[config.mk]
export PLATFORM = sky130hd
export DESIGN_NAME = bus_periph
export DESIGN_NICKNAME = d
export VERILOG_FILES = /design/src/rtl/bus_periph.sv
export SDC_FILE = /design/constraint.sdc
export NUM_CORES = 1
export LEC_CHECK = 0
export BUFFER_PORTS_ARGS = -buffer_cell sky130_fd_sc_hd__buf_2
export CORE_MARGIN = 1.5
export CORE_UTILIZATION = 40
export CTS_BUF_LIST = sky130_fd_sc_hd__clkbuf_2
export DETAILED_ROUTE_END_ITERATION = 16
export MAX_ROUTING_LAYER = met4
export SLEW_MARGIN = 20
export SYNTH_ARGS = -nofsm -noshare
export SYNTH_HDL_FRONTEND = slang
export SYNTH_SLANG_ARGS = --single-unit
[constraint.sdc]
create_clock -name clk -period 1.6 [get_ports clk]
set_input_delay 0.24 -clock clk [delete_from_list [all_inputs] [get_ports clk]]
set_output_delay 0.24 -clock clk [all_outputs]
set_load 0.01 [all_outputs]
[src/rtl/bus_periph.sv]
// rtl/bus_periph.sv - memory-mapped GPIO ports and prescaled compare timer on the 12-bit CPU bus
module bus_periph #(
  parameter logic [11:0] BASE     = 12'hFF0,
  parameter int          PRESCALE = 16
) (
  input  logic        clk,
  input  logic        rst_n,
  input  logic [11:0] bus_addr,
  input  logic [3:0]  bus_data_w,
  input  logic        bus_data_rw,
  output logic [3:0]  bus_data_r,
  output logic        sel,
  input  logic [7:0]  gpio_in,
  output logic [7:0]  gpio_out,
  output logic        timer_irq
);

  localparam int PW = $clog2(PRESCALE);
  localparam logic [PW-1:0] PS_MAX = PW'(PRESCALE - 1);

  logic [7:0]    gpi_meta;
  logic [7:0]    gpi_sync;
  logic [7:0]    count;
  logic [7:0]    compare;
  logic [2:0]    ctrl;
  logic          match;
  logic [PW-1:0] presc;
  logic [3:0]    shadow;

  logic [3:0] offset;
  logic       wr;
  logic       rd;
  logic       en;
  logic       tick;
  logic       hit;

  assign sel    = (bus_addr[11:4] == BASE[11:4]);
  assign offset = bus_addr[3:0];
  assign wr     = sel & bus_data_rw;
  assign rd     = sel & ~bus_data_rw;
  assign en     = ctrl[0];
  assign tick   = en && (presc == PS_MAX);
  assign hit    = tick && (count == compare);

  // Both operands are flop outputs, so the AND cannot glitch.
  assign timer_irq = match & ctrl[1];

  // Output port nibbles and timer configuration registers.
  always_ff @(posedge clk or negedge rst_n) begin
    if (!rst_n) begin
      gpio_out <= 8'h00;
      compare  <= 8'h00;
      ctrl     <= 3'b000;
    end else if (wr) begin
      case (offset)
        4'h0: gpio_out[3:0] <= bus_data_w;
        4'h1: gpio_out[7:4] <= bus_data_w;
        4'h6: compare[3:0]  <= bus_data_w;
        4'h7: compare[7:4]  <= bus_data_w;
        4'h8: ctrl          <= bus_data_w[2:0];
        default: ;
      endcase
    end
  end

  // Two-flop synchroniser for the asynchronous input port.
  always_ff @(posedge clk or negedge rst_n) begin
    if (!rst_n) begin
      gpi_meta <= 8'h00;
      gpi_sync <= 8'h00;
    end else begin
      gpi_meta <= gpio_in;
      gpi_sync <= gpi_meta;
    end
  end

  // Prescaler: free-runs 0..PRESCALE-1 while enabled, parked at 0 otherwise.
  always_ff @(posedge clk or negedge rst_n) begin
    if (!rst_n) begin
      presc <= '0;
    end else if ((wr && offset == 4'h8 && !bus_data_w[0]) || !en || tick) begin
      presc <= '0;
    end else begin
      presc <= presc + 1'b1;
    end
  end

  // Timer count; autoclear only applies on a compare hit.
  always_ff @(posedge clk or negedge rst_n) begin
    if (!rst_n) begin
      count <= 8'h00;
    end else if (tick) begin
      count <= (hit && ctrl[2]) ? 8'h00 : count + 8'h01;
    end
  end

  // Match flag: a hit in the same cycle as a W1C keeps the flag set.
  always_ff @(posedge clk or negedge rst_n) begin
    if (!rst_n) begin
      match <= 1'b0;
    end else if (hit) begin
      match <= 1'b1;
    end else if (wr && offset == 4'h9 && bus_data_w[0]) begin
      match <= 1'b0;
    end
  end

  // Latch the pre-increment high count nibble whenever the low nibble is read.
  always_ff @(posedge clk or negedge rst_n) begin
    if (!rst_n) begin
      shadow <= 4'h0;
    end else if (rd && offset == 4'h4) begin
      shadow <= count[7:4];
    end
  end

  // Zero-latency read mux straight from register state.
  always_comb begin
    bus_data_r = 4'h0;
    if (rd) begin
      case (offset)
        4'h0: bus_data_r = gpio_out[3:0];
        4'h1: bus_data_r = gpio_out[7:4];
        4'h2: bus_data_r = gpi_sync[3:0];
        4'h3: bus_data_r = gpi_sync[7:4];
        4'h4: bus_data_r = count[3:0];
        4'h5: bus_data_r = shadow;
        4'h6: bus_data_r = compare[3:0];
        4'h7: bus_data_r = compare[7:4];
        4'h8: bus_data_r = {1'b0, ctrl};
        4'h9: bus_data_r = {3'b000, match};
        default: bus_data_r = 4'h0;
      endcase
    end
  end

endmodule
==> key figures, run 1 <==
STA
  • Slew @ Worst Pin: between 0.3 and 0.4 ns
  • Final Max Tran Viols: 0
  • # setup viols final: 8
  • Final hold vios: 0
  • RSZ-0062 raised after global routing: yes
  • Max transition margin: 76.31%
  • Final setup skew: 0.02153 ns
  • Fmax: 458.0 MHz
  • Final TNS setup: -1.925 ns
  • Post-layout min period: 2.183 ns
  • Setup ws final: -0.5832 ns
  • Final period util: 136.4%
  • Final hold slack: approximately 0.073 ns

Placement
  • Dpl hpwl: 4292 um
  • Cell Area, Placed: 3047 sq um
  • Gpl congestion: roughly 0.85
  • Pre-CTS setup slack: -0.2402 ns
  • I/O Buffers: 40
  • # placed instances: 343

Synthesis
  • Ys flop type: dfrtp_1
  • Post-synthesis sequential area ratio: 52.58%
  • Synthesized area per cell: 12.50 sq um
  • Cells after synthesis: 198
  • Syn nets: 227
  • Post-synth ARST share: 100.0%
  • #FFs+latches synth: 52
  • Number of synthesized flops with an enable pin: 0
  • Cell variety after synth: 47
  • Cell Area, Synth: roughly 2500 sq um
  • Synth warn: 0

Floorplanning
  • Placeable Area: 5956 sq um
  • Die ar.: 6668 sq um
  • Die height: 81.66 um
  • Initial Utilization: around two fifths
  • Die Wd: 81.66 um
  • Io pins: 41
  • Rows: 28

Power and ir drop
  • Pleak: ~1.7 nW
  • Worst VDD drop: 549.2 uV
  • Pwr/cell area: just under 700 nW/um^2
  • Total power: 2.359 mW

Routing
  • DRT Pass-1 Iters: 4
  • First DRT Iteration DRCs: roughly 130
  • Via count: 1,903
  • Post-route ant nets: 0
  • Vias per cell: between 5 and 6
  • Final wirelength: 6014 um
  • DRC viols: 0
  • Avg WL per Cell: 16.25 um

Clocking
  • TritonCTS clock tree: yes
  • Clk Latency, worst-skew pair: ~0.43 ns
  • Clk sinks: 52
  • H-tree levels: 2
  • Worst-path clk slew: 0.24 ns
  • Num CTS Buffers: 5
  • Clock buffer depth: 2
  • Clock Root Buffer: clkbuf_2

Setup path
  • Critical path data required time: 1.36 ns
  • Crit path max fanout: 2
  • Crit Path Class: register to primary output
  • Worst path top cell family by delay: multiplexers
  • Reg2reg end: count[1]
  • FF-to-FF setup slack: -0.01 ns
  • Cell count along the critical path: 4
  • Setup crit start: compare[7]
  • Reg-to-reg startpoint: compare[6]
  • Worst-path cell chain: mux2i_1 -> mux4_2 -> a2111oi_4 -> buf_2
  • Worst setup endpoint: bus_data_r[3]
  • Worst path max stage delay: 0.51 ns
  • CP Launch Type: register
  • Reg2reg path depth: 6
  • Endpoint type of the worst setup path: primary output
  • WP buf/inv: 1
  • Crit-path slowest cell: mux4_2
  • CP arrival: 1.94 ns

Global route
  • Initial antenna violation count: 0
  • Met1 Resource Use GR: ~27%
  • Gr busiest metal: met2
  • GR Util met3: 3.333%
  • First-pass GRT wire length: 9563 um
  • GRT Total Usage: 19.81%
  • Vias in the first global route: about 1,900
  • Largest net degree at the start of global routing: 44
  • GRT Residual Overflow: 0
  • GR Layer Usage met2: 30.58%

Hold path
  • Hold WC Path Type: input port to register

Layout
  • Final net count: 324
  • Ratio of cells with drive above 1 in the final layout: ~49%
  • Area Overhead vs Synth: 37.31%
  • Commonest non-fill, non-tap cell in the layout: dfrtp_1
  • Ant. Diodes: 0
  • Fin util: 57.06%
  • Design area: 3398 sq um
  • Commonest cells after routing, fill and taps aside: dfrtp_1, buf_4, buf_2
  • Fin cells: 370

Run
  • Max-Cap Viols: 0

Status
  • Failing checks: negative setup slack
  • Status: complete, but fails checks
-- cells in the mapped netlist, types with 2 or more instances --
cell,n,share of area (%)
inv_1,4,0.61
and4b_1,2,0.81
and2_1,2,0.51
nand3b_1,2,0.61
clkbuf_1,2,0.30
xnor2_1,4,1.4
nor4bb_1,2,0.81
a21oi_1,3,0.61
mux2i_1,7,2.8
and4_1,3,1.1
nor2_1,11,1.7
dfrtp_1,52,53
nand2b_1,2,0.51
nand2_1,11,1.7
nand4_1,6,1.5
or2_2,2,0.51
nor3_1,4,0.81
mux4_2,4,3.6
buf_2,4,0.81
xor2_1,12,4.2
mux2_2,24,11
ha_1,2,1.0
and3_1,2,0.51
o21ai_0,3,0.61
a31oi_1,2,0.51
nor4_1,4,1.0
nand3_1,2,0.40
-- state kept, by name, summed over array words and instances (netlist names) --
name and count:
count 8, ctrl 3, gpio_out 8, shadow 4, presc 4, gpi_sync 8, match 1, compare 8
gpi_meta 8
-- kinds of logic after synthesis --
family	synth area share (%)
adder cells (fa/ha/maj)	1.011
XOR/XNOR	5.662
AO/OA/AOI/OAI	4.550
multiplexers	17.39
buffers and inverters	2.527
AND/OR/NAND/NOR	16.28
flip-flops	52.58
-- cell type report --
type | count | area, sq um
clock buffers | 5 | 25.02
clock inverters | 2 | 60.06
fillers | 516 | 2557
inverters | 4 | 15.01
multi-input cells | 133 | 1209
flip-flops and latches | 52 | 1301
well taps | 75 | 93.84
repair buffers | 99 | 694.4
-- repair_timing --
item,4_1_cts,5_1_grt
resized for setup,11,9
setup buffers,9,4
hold buffers,9,0
hold endpoints to repair,60,0
pin swaps,3,8
cloned,0,0
setup endpoints to repair,11,13
-- power breakdown --
part | internal, mW | switching, mW
sequential | 1.34 | 0.00736
clock | 0.412 | 0.400
combinational | 0.0990 | 0.101
total | 1.85 | 0.508
-- metal layers --
layer / vias to the layer above / part of all wire [%]
met5: - / 0
met4: 0 / 1.5
met3: 9 / 4.4
met2: 48 / 48
met1: 939 / 46
li1: 907 / -
-- worst min-delay path by stage --
stage                   to  slack, ns  cells after the start           from
6_report        compare[3]       0.07                      2  bus_data_w[3]
3_3_place_gp   gpi_meta[2]       0.13                      1          rst_n
3_5_place_dp   gpi_meta[2]       0.13                      1          rst_n
2_1_floorplan   compare[0]      -0.06                      0          rst_n
5_1_grt        gpio_out[7]       0.04                      2  bus_data_w[3]
4_1_cts         compare[3]       0.05                      2  bus_data_w[3]
Power figures use the tool's default switching activity.
==> run 2: changes to the inputs <==
BUFFER_PORTS_ARGS = -buffer_cell sky130_fd_sc_hd__buf_4   (was -buffer_cell sky130_fd_sc_hd__buf_2)
SLEW_MARGIN = 25   (was 20)
==> run 2 against run 1 <==
- the run still ends with negative setup slack left
- clock power decreased by 13%
- wire length increased by 1.4%
- utilization increased by 1.2 points
- first-iteration DRC count decreased by 26%
- highest routed layer unchanged
- flip-flop and latch count unchanged
- critical endpoint unchanged
- final area increased by 2.0%
- clock skew decreased by 0.0036 ns
- non-clock buffer count unchanged
- global-route usage increased by 0.51 points
- critical path depth unchanged
- via count increased by 1.9%
- die area unchanged
==> key figures, run 2 (synthesized netlist as in run 1, its figures left out) <==
Status
  • Status: complete, but fails checks
  • Failing checks: negative setup slack

Setup path
  • CP Launch Type: register
  • CP arrival: 1.95 ns
  • Crit Path Class: register to primary output
  • Endpoint type of the worst setup path: primary output
  • Critical path data required time: between 1 and 1.5 ns
  • Crit path max fanout: 2

Clocking
  • Worst-path clk slew: about 0.28 ns
  • Clock buffer depth: 2
  • TritonCTS clock tree: yes
  • Num CTS Buffers: 5
  • Clk sinks: 52
  • Clk Latency, worst-skew pair: roughly 0.45 ns
  • H-tree levels: 2
  • Clock Root Buffer: clkbuf_2

STA
  • Final hold vios: 0
  • Slew @ Worst Pin: roughly 0.66 ns
  • RSZ-0062 raised after global routing: yes
  • Final hold slack: 0.05570 ns
  • Post-layout min period: 2.185 ns
  • Fmax: about 460 MHz
  • Final TNS setup: -1.908 ns
  • Final period util: 136.6%
  • Final setup skew: 0.01795 ns
  • Max transition margin: approximately 56%
  • # setup viols final: 4
  • Final Max Tran Viols: 0
  • Setup ws final: -0.5854 ns

Power and ir drop
  • Worst VDD drop: 428.8 uV
  • Pleak: between 1.5 and 2 nW
  • Pwr/cell area: 652.0 nW/um^2

Global route
  • Initial antenna violation count: 0
  • GRT Total Usage: 20.32%
  • First-pass GRT wire length: roughly 9700 um
  • Largest net degree at the start of global routing: 53
  • Vias in the first global route: 1,948
  • GRT Residual Overflow: 0

Floorplanning
  • Io pins: 41
  • Die height: 81.66 um
  • Rows: 28
  • Initial Utilization: 41.55%
  • Die ar.: 6668 sq um
  • Die Wd: 81.66 um
  • Placeable Area: 5956 sq um

Routing
  • DRC viols: 0
  • Final wirelength: 6098 um
  • Avg WL per Cell: 16.44 um
  • First DRT Iteration DRCs: 98
  • Vias per cell: 5.229
  • Via count: just under 2,000
  • DRT Pass-1 Iters: 4
  • Post-route ant nets: 0

Placement
  • # placed instances: 340
  • Dpl hpwl: 4262 um
  • I/O Buffers: 40
  • Pre-CTS setup slack: -0.1708 ns
  • Gpl congestion: 0.8662

Layout
  • Fill count: around 540
  • Final net count: around 320
  • Fin cells: ~370
  • Ant. Diodes: 0
  • Area Overhead vs Synth: 40.09%
  • Ratio of cells with drive above 1 in the final layout: ~48%
  • Commonest non-fill, non-tap cell in the layout: buf_4
  • Commonest cells after routing, fill and taps aside: buf_4, dfrtp_1, mux2_2

Run
  • Max-Cap Viols: 0

Hold path
  • Hold WC Path Type: input port to register
-- run 2: path summary, 6_finish.rpt --
path | startpoint | end | slack, ns | cells after the start
min | bus_data_w[2] | gpio_out[6] | 0.06 | 2
min in group asynchronous | rst_n | gpi_sync[5] | 0.32 | 2
max reg2reg | count[1] | count[0] | 0.01 | 6
max in group asynchronous | rst_n | gpi_meta[4] | 0.85 | 2
max | gpio_out[7] | bus_data_r[3] | -0.59 | 4
min reg2reg | gpi_meta[6] | gpi_sync[6] | 0.38 | 0
-- run 2: per-stage QoR --
step / area [sq um] / utilization (%) / total power, mW
2_1_floorplan: 2482 / - / 1.428
3_3_place_gp: 3099 / 52.04 / 1.551
3_5_place_dp: 3099 / 52.04 / 1.553
4_1_cts: 3378 / 56.72 / 2.289
5_1_grt: 3467 / 58.21 / 2.342
6_report: 3467 / 58.21 / 2.261
-- run 2: where the power goes --
part | switching (mW) | internal, mW | total (mW)
Clock | 0.435 | 0.269 | 0.704
Sequential | 0.00764 | 1.34 | 1.35
Combinational | 0.0999 | 0.109 | 0.209
-- run 2: repair_timing --
action                     4_1_cts  5_1_grt
setup endpoints to repair       11       12
pin swaps                        2       11
hold endpoints to repair        60        1
setup buffers                   10        7
resized for setup                9       14
hold buffers                     9        1
-- run 2: worst max-delay path, cell delays in order, from the launching register on --
cell and delay, ns:
dfrtp_1 0.42, mux2i_1 0.09, mux4_2 0.50, a2111oi_4 0.31, buf_4 0.17
-- run 2: per-layer routing --
metal / global-route usage [%] / part of all wire [%]
met1: 26.64 / 45
met2: 33.14 / 50
met3: 3.556 / 4.0
met4: 4.576 / 0.87
met5: - / 0
-- run 2: layout make-up --
class | count | area (sq um) | share of cell area (%)
sequential | 52 | 1301 | 37.53
clock inverter | 3 | 46.29 | 1.335
inverter | 4 | 15.01 | 0.4331
timing repair buffer | 99 | 790.8 | 22.81
tap | 75 | 93.84 | 2.707
multi-input combinational | 133 | 1195 | 34.46
clock buffer | 5 | 25.02 | 0.7218
==> run 3: changes to the inputs <==
PLACE_DENSITY = 0.7   (was unset)
==> run 3 against run 2 <==
- the run still ends with negative setup slack left
- clock skew is 0.0011 ns lower
- first-iteration DRC count is 24% higher
- clock power is 20% lower
- via count is 0.46% higher
- sequential power hardly changed
==> key figures, run 3 (synthesized netlist as in run 1, its figures left out) <==
Status
  • Status: complete, but fails checks
  • Failing checks: negative setup slack

STA
  • Fmax: 457.6 MHz
  • # setup viols final: 4
  • Post-layout min period: 2.186 ns
  • Final hold vios: 0
  • Final TNS setup: -1.974 ns
  • Final setup skew: 0.01686 ns
  • RSZ-0062 raised after global routing: yes
  • Slew @ Worst Pin: 0.6495 ns
  • Final period util: 136.6%
  • Final Max Tran Viols: 0
  • Max transition margin: 56.70%
  • Setup ws final: -0.5855 ns

Placement
  • I/O Buffers: 40
  • # placed instances: approximately 340
  • Dpl hpwl: ~4400 um
  • Pre-CTS setup slack: -0.1959 ns
  • Gpl congestion: approximately 0.8

Clocking
  • Num CTS Buffers: 5
  • Clock Root Buffer: clkbuf_2
  • TritonCTS clock tree: yes
  • Clock buffer depth: 2
  • H-tree levels: 2
  • Clk sinks: 52
  • Worst-path clk slew: 0.28 ns
  • Clk Latency, worst-skew pair: 0.46 ns

Layout
  • Area Overhead vs Synth: 39.84%
  • Ratio of cells with drive above 1 in the final layout: about 49%
  • Fin util: 58.11%
  • Fin cells: 372
  • Final net count: 325
  • Commonest cells after routing, fill and taps aside: buf_4, dfrtp_1, mux2_2
  • Ant. Diodes: 0
  • Commonest non-fill, non-tap cell in the layout: buf_4

Setup path
  • Crit path max fanout: 2
  • WP buf/inv: 1
  • Reg2reg path depth: 6
  • Cell count along the critical path: 4
  • CP arrival: 1.95 ns
  • Endpoint type of the worst setup path: primary output
  • Crit-path slowest cell: mux4_2
  • Critical path data required time: 1.36 ns
  • Worst-path cell chain: mux2i_1 -> mux4_2 -> a2111oi_4 -> buf_4
  • Worst path top cell family by delay: multiplexers
  • Crit Path Class: register to primary output
  • Worst path max stage delay: 0.49 ns
  • CP Launch Type: register

Floorplanning
  • Initial Utilization: 41.55%
  • Die Wd: ~82 um
  • Die height: 81.66 um
  • Rows: 28
  • Placeable Area: 5956 sq um
  • Io pins: 41
  • Die ar.: 6668 sq um

Routing
  • Avg WL per Cell: 16.48 um
  • DRC viols: 0
  • Vias per cell: 5.239
  • Post-route ant nets: 0
  • Via count: around 1,900
  • DRT Pass-1 Iters: 4
  • Final wirelength: 6131 um
  • First DRT Iteration DRCs: 122

Power and ir drop
  • Pleak: 1.735 nW
  • Pwr/cell area: between 600 and 700 nW/um^2
  • Worst VDD drop: between 500 and 600 uV

Global route
  • GRT Total Usage: 20.19%
  • GRT Residual Overflow: 0
  • Vias in the first global route: 2,002
  • Initial antenna violation count: 0
  • Largest net degree at the start of global routing: 53
  • First-pass GRT wire length: 9556 um

Hold path
  • Hold WC Path Type: input port to register
  • Cells on Worst Hold Path: 2

Run
  • Max-Cap Viols: 0
==> run 3: worst paths after layout <==
path                               start             to  slack [ns]
setup / recovery             gpio_out[7]  bus_data_r[3]       -0.59
hold / removal             bus_data_w[2]    gpio_out[6]        0.05
setup reg to reg                count[1]       count[6]           0
hold reg to reg              gpi_meta[4]    gpi_sync[4]        0.39
max in group asynchronous          rst_n       count[6]        0.86
min in group asynchronous          rst_n    gpi_meta[3]        0.31
==> run 3: power breakdown <==
part | total, mW | switching, mW | internal (mW) | leakage, nW
sequential | 1.35 | 0.00746 | 1.34 | 0.689
combinational | 0.214 | 0.102 | 0.113 | 1.02
clock | 0.561 | 0.451 | 0.111 | 0.0294
total | 2.12 | 0.560 | 1.56 | 1.73
==> run 3: metal layers <==
layer	routed length (um)	share of wire [%]	vias to the layer above	track usage (%)
met2	2968	48	50	31.74
met4	110	1.8	0	7.627
li1	-	-	912	-
met5	0	0	-	-
met1	2771	45	975	25.94
met3	279	4.6	12	3.889
==> run 3: cell type report <==
class                           count  area [sq um]
Clock buffer                        5         25.02
Clock inverter                      3         21.27
Fill cell                         505          2495
Inverter                            4         15.01
Multi-Input combinational cell    133          1214
Sequential cell                    52          1301
Tap cell                           75         93.84
Timing Repair Buffer              100         790.8
==> run 3: through the flow <==
step	hold WS [ns]	cell area (sq um)	power, mW
4_1_cts	0.01173	3377	2.135
3_3_place_gp	0.3046	3114	1.553
3_5_place_dp	0.3184	3114	1.558
5_1_grt	0.01208	3461	2.205
2_1_floorplan	-0.05559	2482	1.428
6_report	0.05103	3461	2.123
==> run 3: timing repair <==
action / CTS / global route
hold endpoints to repair: 60 / 1
cloned: 0 / 0
endpoints found under the setup margin: 12 / 12
setup buffers: 10 / 2
hold buffers: 9 / 1
gates resized for setup: 13 / 12
pin swaps: 5 / 5
